==> src/rtl/tx_arb_pkg.sv <==
// Shared types and constants for the tx frame arbiter.
//   state_t  : FSM states; the same encoding is driven onto the led output
//   src_id_t : payload source identifier (0 = control/beacon, 1 = user data)
//   CNT_W    : width of the per-source completed-packet counters
//   ERR_W    : width of the saturating repaired/aborted packet counter
package tx_arb_pkg;

    typedef enum logic [2:0] {
        IDLE    = 3'd0,
        FWD     = 3'd1,
        FLUSH   = 3'd2,
        DISCARD = 3'd3,
        GAP     = 3'd4
    } state_t;

    typedef logic src_id_t;

    localparam int CNT_W = 16;
    localparam int ERR_W = 8;

    // Increment that sticks at all-ones instead of wrapping.
    function automatic logic [ERR_W-1:0] sat_inc_err(input logic [ERR_W-1:0] v);
        return (v == '1) ? v : v + 1'b1;
    endfunction

endpackage

==> src/rtl/rr_arbiter2.sv <==
// Two-request arbiter.
//   clk, srst     : clock and synchronous active-high reset
//   i_req[1:0]    : request per source
//   i_prio_s00    : 1 = source 0 wins whenever it requests, 0 = round-robin
//   i_accept      : strobe; the current grant is taken and remembered
//   o_grant_valid : at least one request present
//   o_grant_id    : combinational winner
// The remembered winner starts at 1 so source 0 wins the first tie.
module rr_arbiter2
    import tx_arb_pkg::*;
(
    input  logic       clk,
    input  logic       srst,
    input  logic [1:0] i_req,
    input  logic       i_prio_s00,
    input  logic       i_accept,
    output logic       o_grant_valid,
    output src_id_t    o_grant_id
);

    src_id_t r_last_grant;

    always_comb begin
        o_grant_valid = |i_req;
        o_grant_id    = 1'b0;
        if (i_req[0] && i_req[1]) begin
            o_grant_id = i_prio_s00 ? 1'b0 : ~r_last_grant;
        end else if (i_req[1]) begin
            o_grant_id = 1'b1;
        end
    end

    always_ff @(posedge clk) begin
        if (srst) begin
            r_last_grant <= 1'b1;
        end else if (i_accept && o_grant_valid) begin
            r_last_grant <= o_grant_id;
        end
    end

endmodule

==> src/rtl/tx_frame_arbiter.sv <==
// Shares the QPSK packet packer between two AXIS payload sources and always
// hands it well-formed packets of exactly NUM_DATA words.
//   s00_axis_aclk / s00_axis_areset : sole clock, synchronous active-high reset
//   s00_axis_* : control/beacon source (tuser id 0)
//   s01_axis_* : user data source (tuser id 1)
//   m00_axis_* : registered output to the packer, tuser = source id
//   pkt_count_0/1 : completed packets per source (wrapping)
//   err_count     : repaired or aborted packets (saturating)
//   led           : current FSM state encoding
module tx_frame_arbiter
    import tx_arb_pkg::*;
#(
    parameter int C_AXIS_TDATA_WIDTH = 32,
    parameter int NUM_DATA           = 4,
    parameter int GAP_CYCLES         = 16,
    parameter int MAX_STALL          = 1024,
    parameter int PRIO_S00           = 0
) (
    input  logic                          s00_axis_aclk,
    input  logic                          s00_axis_areset,
    input  logic [C_AXIS_TDATA_WIDTH-1:0] s00_axis_tdata,
    input  logic                          s00_axis_tvalid,
    input  logic                          s00_axis_tlast,
    output logic                          s00_axis_tready,
    input  logic [C_AXIS_TDATA_WIDTH-1:0] s01_axis_tdata,
    input  logic                          s01_axis_tvalid,
    input  logic                          s01_axis_tlast,
    output logic                          s01_axis_tready,
    output logic [C_AXIS_TDATA_WIDTH-1:0] m00_axis_tdata,
    output logic                          m00_axis_tvalid,
    output logic                          m00_axis_tlast,
    input  logic                          m00_axis_tready,
    output logic                          m00_axis_tuser,
    output logic [CNT_W-1:0]              pkt_count_0,
    output logic [CNT_W-1:0]              pkt_count_1,
    output logic [ERR_W-1:0]              err_count,
    output logic [2:0]                    led
);

    localparam int WCNT_W  = $clog2(NUM_DATA + 1);
    localparam int STALL_W = $clog2(MAX_STALL + 1);
    localparam int GAP_W   = (GAP_CYCLES > 1) ? $clog2(GAP_CYCLES) : 1;

    localparam logic [WCNT_W-1:0]  WORDS      = WCNT_W'(NUM_DATA);
    localparam logic [WCNT_W-1:0]  LAST_IDX   = WCNT_W'(NUM_DATA - 1);
    localparam logic [STALL_W-1:0] STALL_LAST = STALL_W'(MAX_STALL - 1);
    localparam logic [GAP_W-1:0]   GAP_LAST   = GAP_W'(GAP_CYCLES - 1);
    // A zero gap skips the GAP state entirely.
    localparam state_t AFTER_PKT = (GAP_CYCLES == 0) ? IDLE : GAP;

    wire clk  = s00_axis_aclk;
    wire srst = s00_axis_areset;

    state_t                  r_state, w_state_next;
    src_id_t                 r_grant, w_grant_next;
    logic [WCNT_W-1:0]       r_word_cnt, w_word_cnt_next;
    logic [STALL_W-1:0]      r_stall_cnt, w_stall_cnt_next;
    logic [GAP_W-1:0]        r_gap_cnt, w_gap_cnt_next;
    logic [ERR_W-1:0]        r_err_cnt;

    logic [C_AXIS_TDATA_WIDTH-1:0] r_m_tdata;
    logic                          r_m_tvalid;
    logic                          r_m_tlast;
    src_id_t                       r_m_tuser;

    logic                          w_grant_valid;
    src_id_t                       w_grant_id;
    logic                          w_arb_accept;
    logic                          w_err_inc;
    logic                          w_s_tready;
    logic                          w_load;
    logic [C_AXIS_TDATA_WIDTH-1:0] w_load_data;
    logic                          w_load_last;
    logic                          w_out_free;
    logic                          w_stall_expire;
    logic                          w_m_fire_last;
    logic [C_AXIS_TDATA_WIDTH-1:0] w_src_tdata;
    logic                          w_src_tvalid;
    logic                          w_src_tlast;
    logic [1:0][CNT_W-1:0]         w_pkt_cnt;

    rr_arbiter2 u_arb (
        .clk           (clk),
        .srst          (srst),
        .i_req         ({s01_axis_tvalid, s00_axis_tvalid}),
        .i_prio_s00    (PRIO_S00 != 0),
        .i_accept      (w_arb_accept),
        .o_grant_valid (w_grant_valid),
        .o_grant_id    (w_grant_id)
    );

    assign w_src_tdata    = r_grant ? s01_axis_tdata  : s00_axis_tdata;
    assign w_src_tvalid   = r_grant ? s01_axis_tvalid : s00_axis_tvalid;
    assign w_src_tlast    = r_grant ? s01_axis_tlast  : s00_axis_tlast;
    // The output register can take a new word when empty or draining now.
    assign w_out_free     = ~r_m_tvalid | m00_axis_tready;
    assign w_stall_expire = (r_stall_cnt == STALL_LAST) && !w_src_tvalid;
    assign w_m_fire_last  = r_m_tvalid && m00_axis_tready && r_m_tlast;

    always_ff @(posedge clk) begin
        if (srst) begin
            r_state <= IDLE;
        end else begin
            r_state <= w_state_next;
        end
    end

    always_comb begin
        w_state_next     = r_state;
        w_grant_next     = r_grant;
        w_word_cnt_next  = r_word_cnt;
        w_stall_cnt_next = r_stall_cnt;
        w_gap_cnt_next   = '0;
        w_arb_accept     = 1'b0;
        w_err_inc        = 1'b0;
        w_s_tready       = 1'b0;
        w_load           = 1'b0;
        w_load_data      = '0;
        w_load_last      = 1'b0;

        case (r_state)
            IDLE: begin
                if (w_grant_valid) begin
                    w_grant_next     = w_grant_id;
                    w_arb_accept     = 1'b1;
                    w_word_cnt_next  = '0;
                    w_stall_cnt_next = '0;
                    w_state_next     = FWD;
                end
            end

            FWD: begin
                if (r_word_cnt == WORDS) begin
                    // Every word is staged; leave once the last one drains.
                    if (w_out_free) begin
                        w_state_next = AFTER_PKT;
                    end
                end else begin
                    w_s_tready = w_out_free;
                    if (w_src_tvalid) begin
                        w_stall_cnt_next = '0;
                        if (w_out_free) begin
                            w_load          = 1'b1;
                            w_load_data     = w_src_tdata;
                            w_load_last     = (r_word_cnt == LAST_IDX);
                            w_word_cnt_next = r_word_cnt + 1'b1;
                            if (r_word_cnt == LAST_IDX) begin
                                // Overlong packet: tlast is forced, rest dropped.
                                if (!w_src_tlast) begin
                                    w_err_inc    = 1'b1;
                                    w_state_next = DISCARD;
                                end
                            end else if (w_src_tlast) begin
                                // Short packet: pad with zeros.
                                w_err_inc    = 1'b1;
                                w_state_next = FLUSH;
                            end
                        end
                    end else if (w_stall_expire) begin
                        w_err_inc        = 1'b1;
                        w_stall_cnt_next = '0;
                        w_state_next     = FLUSH;
                    end else begin
                        w_stall_cnt_next = r_stall_cnt + 1'b1;
                    end
                end
            end

            FLUSH: begin
                if (r_word_cnt == WORDS) begin
                    if (w_out_free) begin
                        w_state_next = AFTER_PKT;
                    end
                end else if (w_out_free) begin
                    w_load          = 1'b1;
                    w_load_last     = (r_word_cnt == LAST_IDX);
                    w_word_cnt_next = r_word_cnt + 1'b1;
                end
            end

            DISCARD: begin
                w_s_tready = 1'b1;
                if (w_src_tvalid) begin
                    w_stall_cnt_next = '0;
                    if (w_src_tlast) begin
                        w_state_next = AFTER_PKT;
                    end
                end else if (w_stall_expire) begin
                    // Packet already counted as an error when it was cut short.
                    w_state_next = AFTER_PKT;
                end else begin
                    w_stall_cnt_next = r_stall_cnt + 1'b1;
                end
            end

            GAP: begin
                if (r_gap_cnt == GAP_LAST) begin
                    w_state_next = IDLE;
                end else begin
                    w_gap_cnt_next = r_gap_cnt + 1'b1;
                end
            end

            default: begin
                w_state_next = IDLE;
            end
        endcase
    end

    always_ff @(posedge clk) begin
        if (srst) begin
            r_grant     <= 1'b0;
            r_word_cnt  <= '0;
            r_stall_cnt <= '0;
            r_gap_cnt   <= '0;
            r_err_cnt   <= '0;
            r_m_tdata   <= '0;
            r_m_tvalid  <= 1'b0;
            r_m_tlast   <= 1'b0;
            r_m_tuser   <= 1'b0;
        end else begin
            r_grant     <= w_grant_next;
            r_word_cnt  <= w_word_cnt_next;
            r_stall_cnt <= w_stall_cnt_next;
            r_gap_cnt   <= w_gap_cnt_next;
            if (w_err_inc) begin
                r_err_cnt <= sat_inc_err(r_err_cnt);
            end
            // Payload fields only change on load, so they hold under backpressure.
            if (w_load) begin
                r_m_tvalid <= 1'b1;
                r_m_tdata  <= w_load_data;
                r_m_tlast  <= w_load_last;
                r_m_tuser  <= r_grant;
            end else if (m00_axis_tready) begin
                r_m_tvalid <= 1'b0;
            end
        end
    end

    genvar gi;
    generate
        for (gi = 0; gi < 2; gi++) begin : g_pkt_cnt
            logic [CNT_W-1:0] r_cnt;
            always_ff @(posedge clk) begin
                if (srst) begin
                    r_cnt <= '0;
                end else if (w_m_fire_last && (r_m_tuser == 1'(gi))) begin
                    r_cnt <= r_cnt + 1'b1;
                end
            end
            assign w_pkt_cnt[gi] = r_cnt;
        end
    endgenerate

    assign s00_axis_tready = w_s_tready && (r_grant == 1'b0);
    assign s01_axis_tready = w_s_tready && (r_grant == 1'b1);
    assign m00_axis_tdata  = r_m_tdata;
    assign m00_axis_tvalid = r_m_tvalid;
    assign m00_axis_tlast  = r_m_tlast;
    assign m00_axis_tuser  = r_m_tuser;
    assign pkt_count_0     = w_pkt_cnt[0];
    assign pkt_count_1     = w_pkt_cnt[1];
    assign err_count       = r_err_cnt;
    assign led             = r_state;

endmodule

==> config.mk <==
export PLATFORM = sky130hd
export DESIGN_NAME = tx_frame_arbiter
export DESIGN_NICKNAME = d
export VERILOG_FILES = /design/src/rtl/tx_arb_pkg.sv /design/src/rtl/rr_arbiter2.sv /design/src/rtl/tx_frame_arbiter.sv
export SDC_FILE = /design/constraint.sdc
export NUM_CORES = 1
export LEC_CHECK = 0
export ABC_AREA = 1
export CAP_MARGIN = 20
export CORE_MARGIN = 10
export CORE_UTILIZATION = 43
export DETAILED_ROUTE_END_ITERATION = 8
export GPL_TIMING_DRIVEN = 1
export PLACE_DENSITY = 0.76
export SKIP_CTS_REPAIR_TIMING = 1
export SLEW_MARGIN = 25
export SYNTH_ARGS = -nofsm -noshare
export SYNTH_HDL_FRONTEND = slang
export SYNTH_SLANG_ARGS = --single-unit
==> constraint.sdc <==
create_clock -name s00_axis_aclk -period 1.64 [get_ports s00_axis_aclk]
set_input_delay 0.164 -clock s00_axis_aclk [delete_from_list [all_inputs] [get_ports s00_axis_aclk]]
set_output_delay 0.164 -clock s00_axis_aclk [all_outputs]
set_load 0.01 [all_outputs]
==> qor.csv <==
stage,metric,value,unit
clock_network,clockBufferDepth,2,
setup_path,slowest_delay,0.33,ns
setup_path,crit_fanout,2,
yosys,synth_area_per_cell,6.52,um^2
global_routing,track_usage,18.1,%
detailed_routing,drt_first_pass_iters,5,
floorplanning,pin_count,151,
detailed_routing,vias,5648,
cells_and_area,area_growth,51.1,%
floorplanning,rows,40,
power_and_ir_drop,cellPowerDensity,1160,nW/um^2
timing,fmax,0.623,GHz
yosys,synth_ff_type,dfxtp_1,
timing,slew_violations,0,
setup_path,cp_top_family,flip-flops,
timing,clock-skew-final,0.00448,ns
floorplanning,start_util,43.6,%
yosys,async_flop_share,0,%
setup_path,crit_buf_inv,3,
placed_design,gp_congestion,0.902,
setup_path,cp-end-kind,primary output,
timing,finalSetupViolCount,0,
run_status,status,"complete, no violations",
timing,fin_crit,1.61,ns
detailed_routing,route.detailed.drc,0,
yosys,syn_nets,876,
yosys,synth_cells,797,
yosys,synth_top_area_share,37.8,%
global_routing,grt_pass1_vias,5373,
setup_path,cp_common_cell,nand2_4,
detailed_routing,totalWireLength,15800,um
timing,hold_violations,0,
detailed_routing,vias_per_cell,4.91,
cells_and_area,fin_nets,1078,
timing,grt_setup_unrepaired,true,
yosys,synth_edf_count,0,
floorplanning,die_y,130,um
clock_network,cts_tree,yes,
global_routing,grt_remaining_overflow,0,
yosys,ys_seq_area_share,37.8,%
yosys,yosys_warnings,0,
hold_path,hold_class,in -> reg,
setup_path,crit_arrival,1.44,ns
setup_path,path_cells,"inv_2, ha_4, nand2_4, nand2_4, inv_4, o21ai_4, nor2_1, buf_2",
clock_network,root_buffer,clkbuf_16,
setup_path,cp.required,1.48,ns
global_routing,antenna_found_initial,0,
detailed_routing,ant_nets,0,
global_routing,grt_pass1_wl,24800,um
floorplanning,fp.dieW,130,um
timing,tightest_slew,0.645,ns
detailed_routing,routedWlPerCell,13.7,um
cells_and_area,antennaDiodeCount,0,
yosys,netlist_top_cells_area,"dfxtp_1, nand2_1, a21oi_1, nor2_1, inv_1",
setup_path,crit_type,reg -> out,
yosys,netlist-cell-type-count,41,
yosys,ys_seq_elements,98,
clock_network,clkSinkCount,98,
power_and_ir_drop,finalPower,9.14,mW
placed_design,dp_hpwl,11900,um
cells_and_area,postLayoutCoreUtil,65.9,%
placed_design,portBuffers,150,
floorplanning,fp.coreArea,11900,um^2
power_and_ir_drop,p_leak,3.21,nW
clock_network,cts_buffers,9,
timing,slew_headroom,57.0,%
power_and_ir_drop,irDropWorstVdd,0.000555,V
flow_run,max_cap_viol_count,0,
clock_network,insertion_delay,0.34,ns
yosys,synth_area_leader_cell,dfxtp_1,
cells_and_area,fillers,1026,
setup_path,critPathSlowestCell,dfxtp_2,
clock_network,h-tree-depth,3,
cells_and_area,drive_gt1_share,16.0,%
detailed_routing,first_iter_violations,226,
yosys,syn_area,5200,um^2
global_routing,grt_start_max_net_pins,57,
clock_network,clk_pin_slew_worst_paths,0.07,ns
timing,fin_crit_sh,97.9,%
setup_path,start_kind,flip-flop,
floorplanning,die_area,16900,um^2
## Yosys cell counts, types with 3 or more instances
cell and n:
inv_1 68, buf_6 6, o21ai_0 26, o21bai_1 4, nand2_4 3, dfxtp_1 98
nor2_2 3, nand2_2 3, nor2_1 85, a21oi_1 74, nand3_1 44, clkbuf_1 15
nor2_4 3, a21oi_2 3, nand4_1 10, nor3_1 7, ha_1 8, xor2_1 9
inv_2 4, nand2_1 291, o21ai_1 3
## where the power goes
part	switching (mW)	total, mW	internal [mW]	leakage [nW]
clock network	0.927	2.47	1.54	0.173
logic	2.03	3.77	1.74	2.24
registers	0.239	2.91	2.67	0.797
## sequential cells by signal, summed over array words and instances (netlist names)
name	flops
r_grant	1
m00_axis_tvalid	1
pkt_count_1	16
led	3
r_word_cnt	3
u_arb.r_last_grant	1
err_count	8
m00_axis_tlast	1
r_stall_cnt	11
pkt_count_0	16
m00_axis_tdata	32
m00_axis_tuser	1
r_gap_cnt	4
## cell families after synthesis
family	Yosys count	share of synthesized area, %
xor+xnor	9	1.52
buf+inv	101	8.48
compound gates	124	13.5
flops	98	37.8
fa+ha+maj	8	1.93
simple gates	457	36.9
## path summary, 6_finish.rpt
check / from / end / slack (ns) / cells past startpoint
hold reg to reg: r_gap_cnt[0]$_SDFF_PP0_ / r_gap_cnt[0]$_SDFF_PP0_ / 0.45 / 1
setup reg to reg: r_stall_cnt[1]$_SDFFE_PP0P_ / r_stall_cnt[2]$_SDFFE_PP0P_ / 0.07 / 9
setup / recovery: r_word_cnt[1]$_SDFFE_PP0P_ / s00_axis_tready / 0.03 / 8
hold / removal: s00_axis_areset / r_gap_cnt[1]$_SDFF_PP0_ / 0.13 / 3
## cell usage in the layout (no fill, tap or decap), types with 7 or more instances in the layout
cell type,synthesis,routed
nand2_2,3,8
nand4_1,10,10
o21ai_0,26,21
clkdlybuf4s50_1,0,147
nand3_1,44,39
xor2_1,9,9
buf_4,2,60
inv_1,68,64
nor2_1,85,77
dfxtp_1,98,90
a21oi_1,74,71
inv_2,4,7
nor2_2,3,9
clkbuf_16,0,9
nand2_1,291,283
## tightest hold or removal path, delay by kind of cell
family,cells,cell delay (ns)
and+or+nand+nor,2,0.18
buffers and inverters,1,0.09
## through the flow
step                instance area [um^2]  worst slack [ns]  instances  setup TNS [ns]  hold WS (ns)
finish                              7850            0.0340       1151               0         0.134
global route                        7850           -0.0308       1151          -0.156         0.163
CTS                                 7610            -0.558       1147           -1.33         0.131
detailed placement                  7260            -0.358       1131           -7.72         0.435
floorplan                           5200            0.0998        797               0         0.355
global placement                    7260            -0.369       1131           -7.26         0.429
## final cells by class
type	count	area, um^2	share of cell area (%)
clock buffer	10	239	3.04
inverter	75	290	3.70
multi-input combinational	598	2990	38.1
timing repair buffer	217	2060	26.2
sequential	98	1980	25.2
tap	147	184	2.34
clock inverter	6	113	1.43
## metal layers
metal	up-vias	GRT usage, %	wire length (um)
met1	2529	20.0	6490
met3	17	7.26	1360
met2	152	30.7	7660
met4	0	6.28	258
li1	2950	-	-
met5	-	0	0
(Power assumes the default switching activity.)
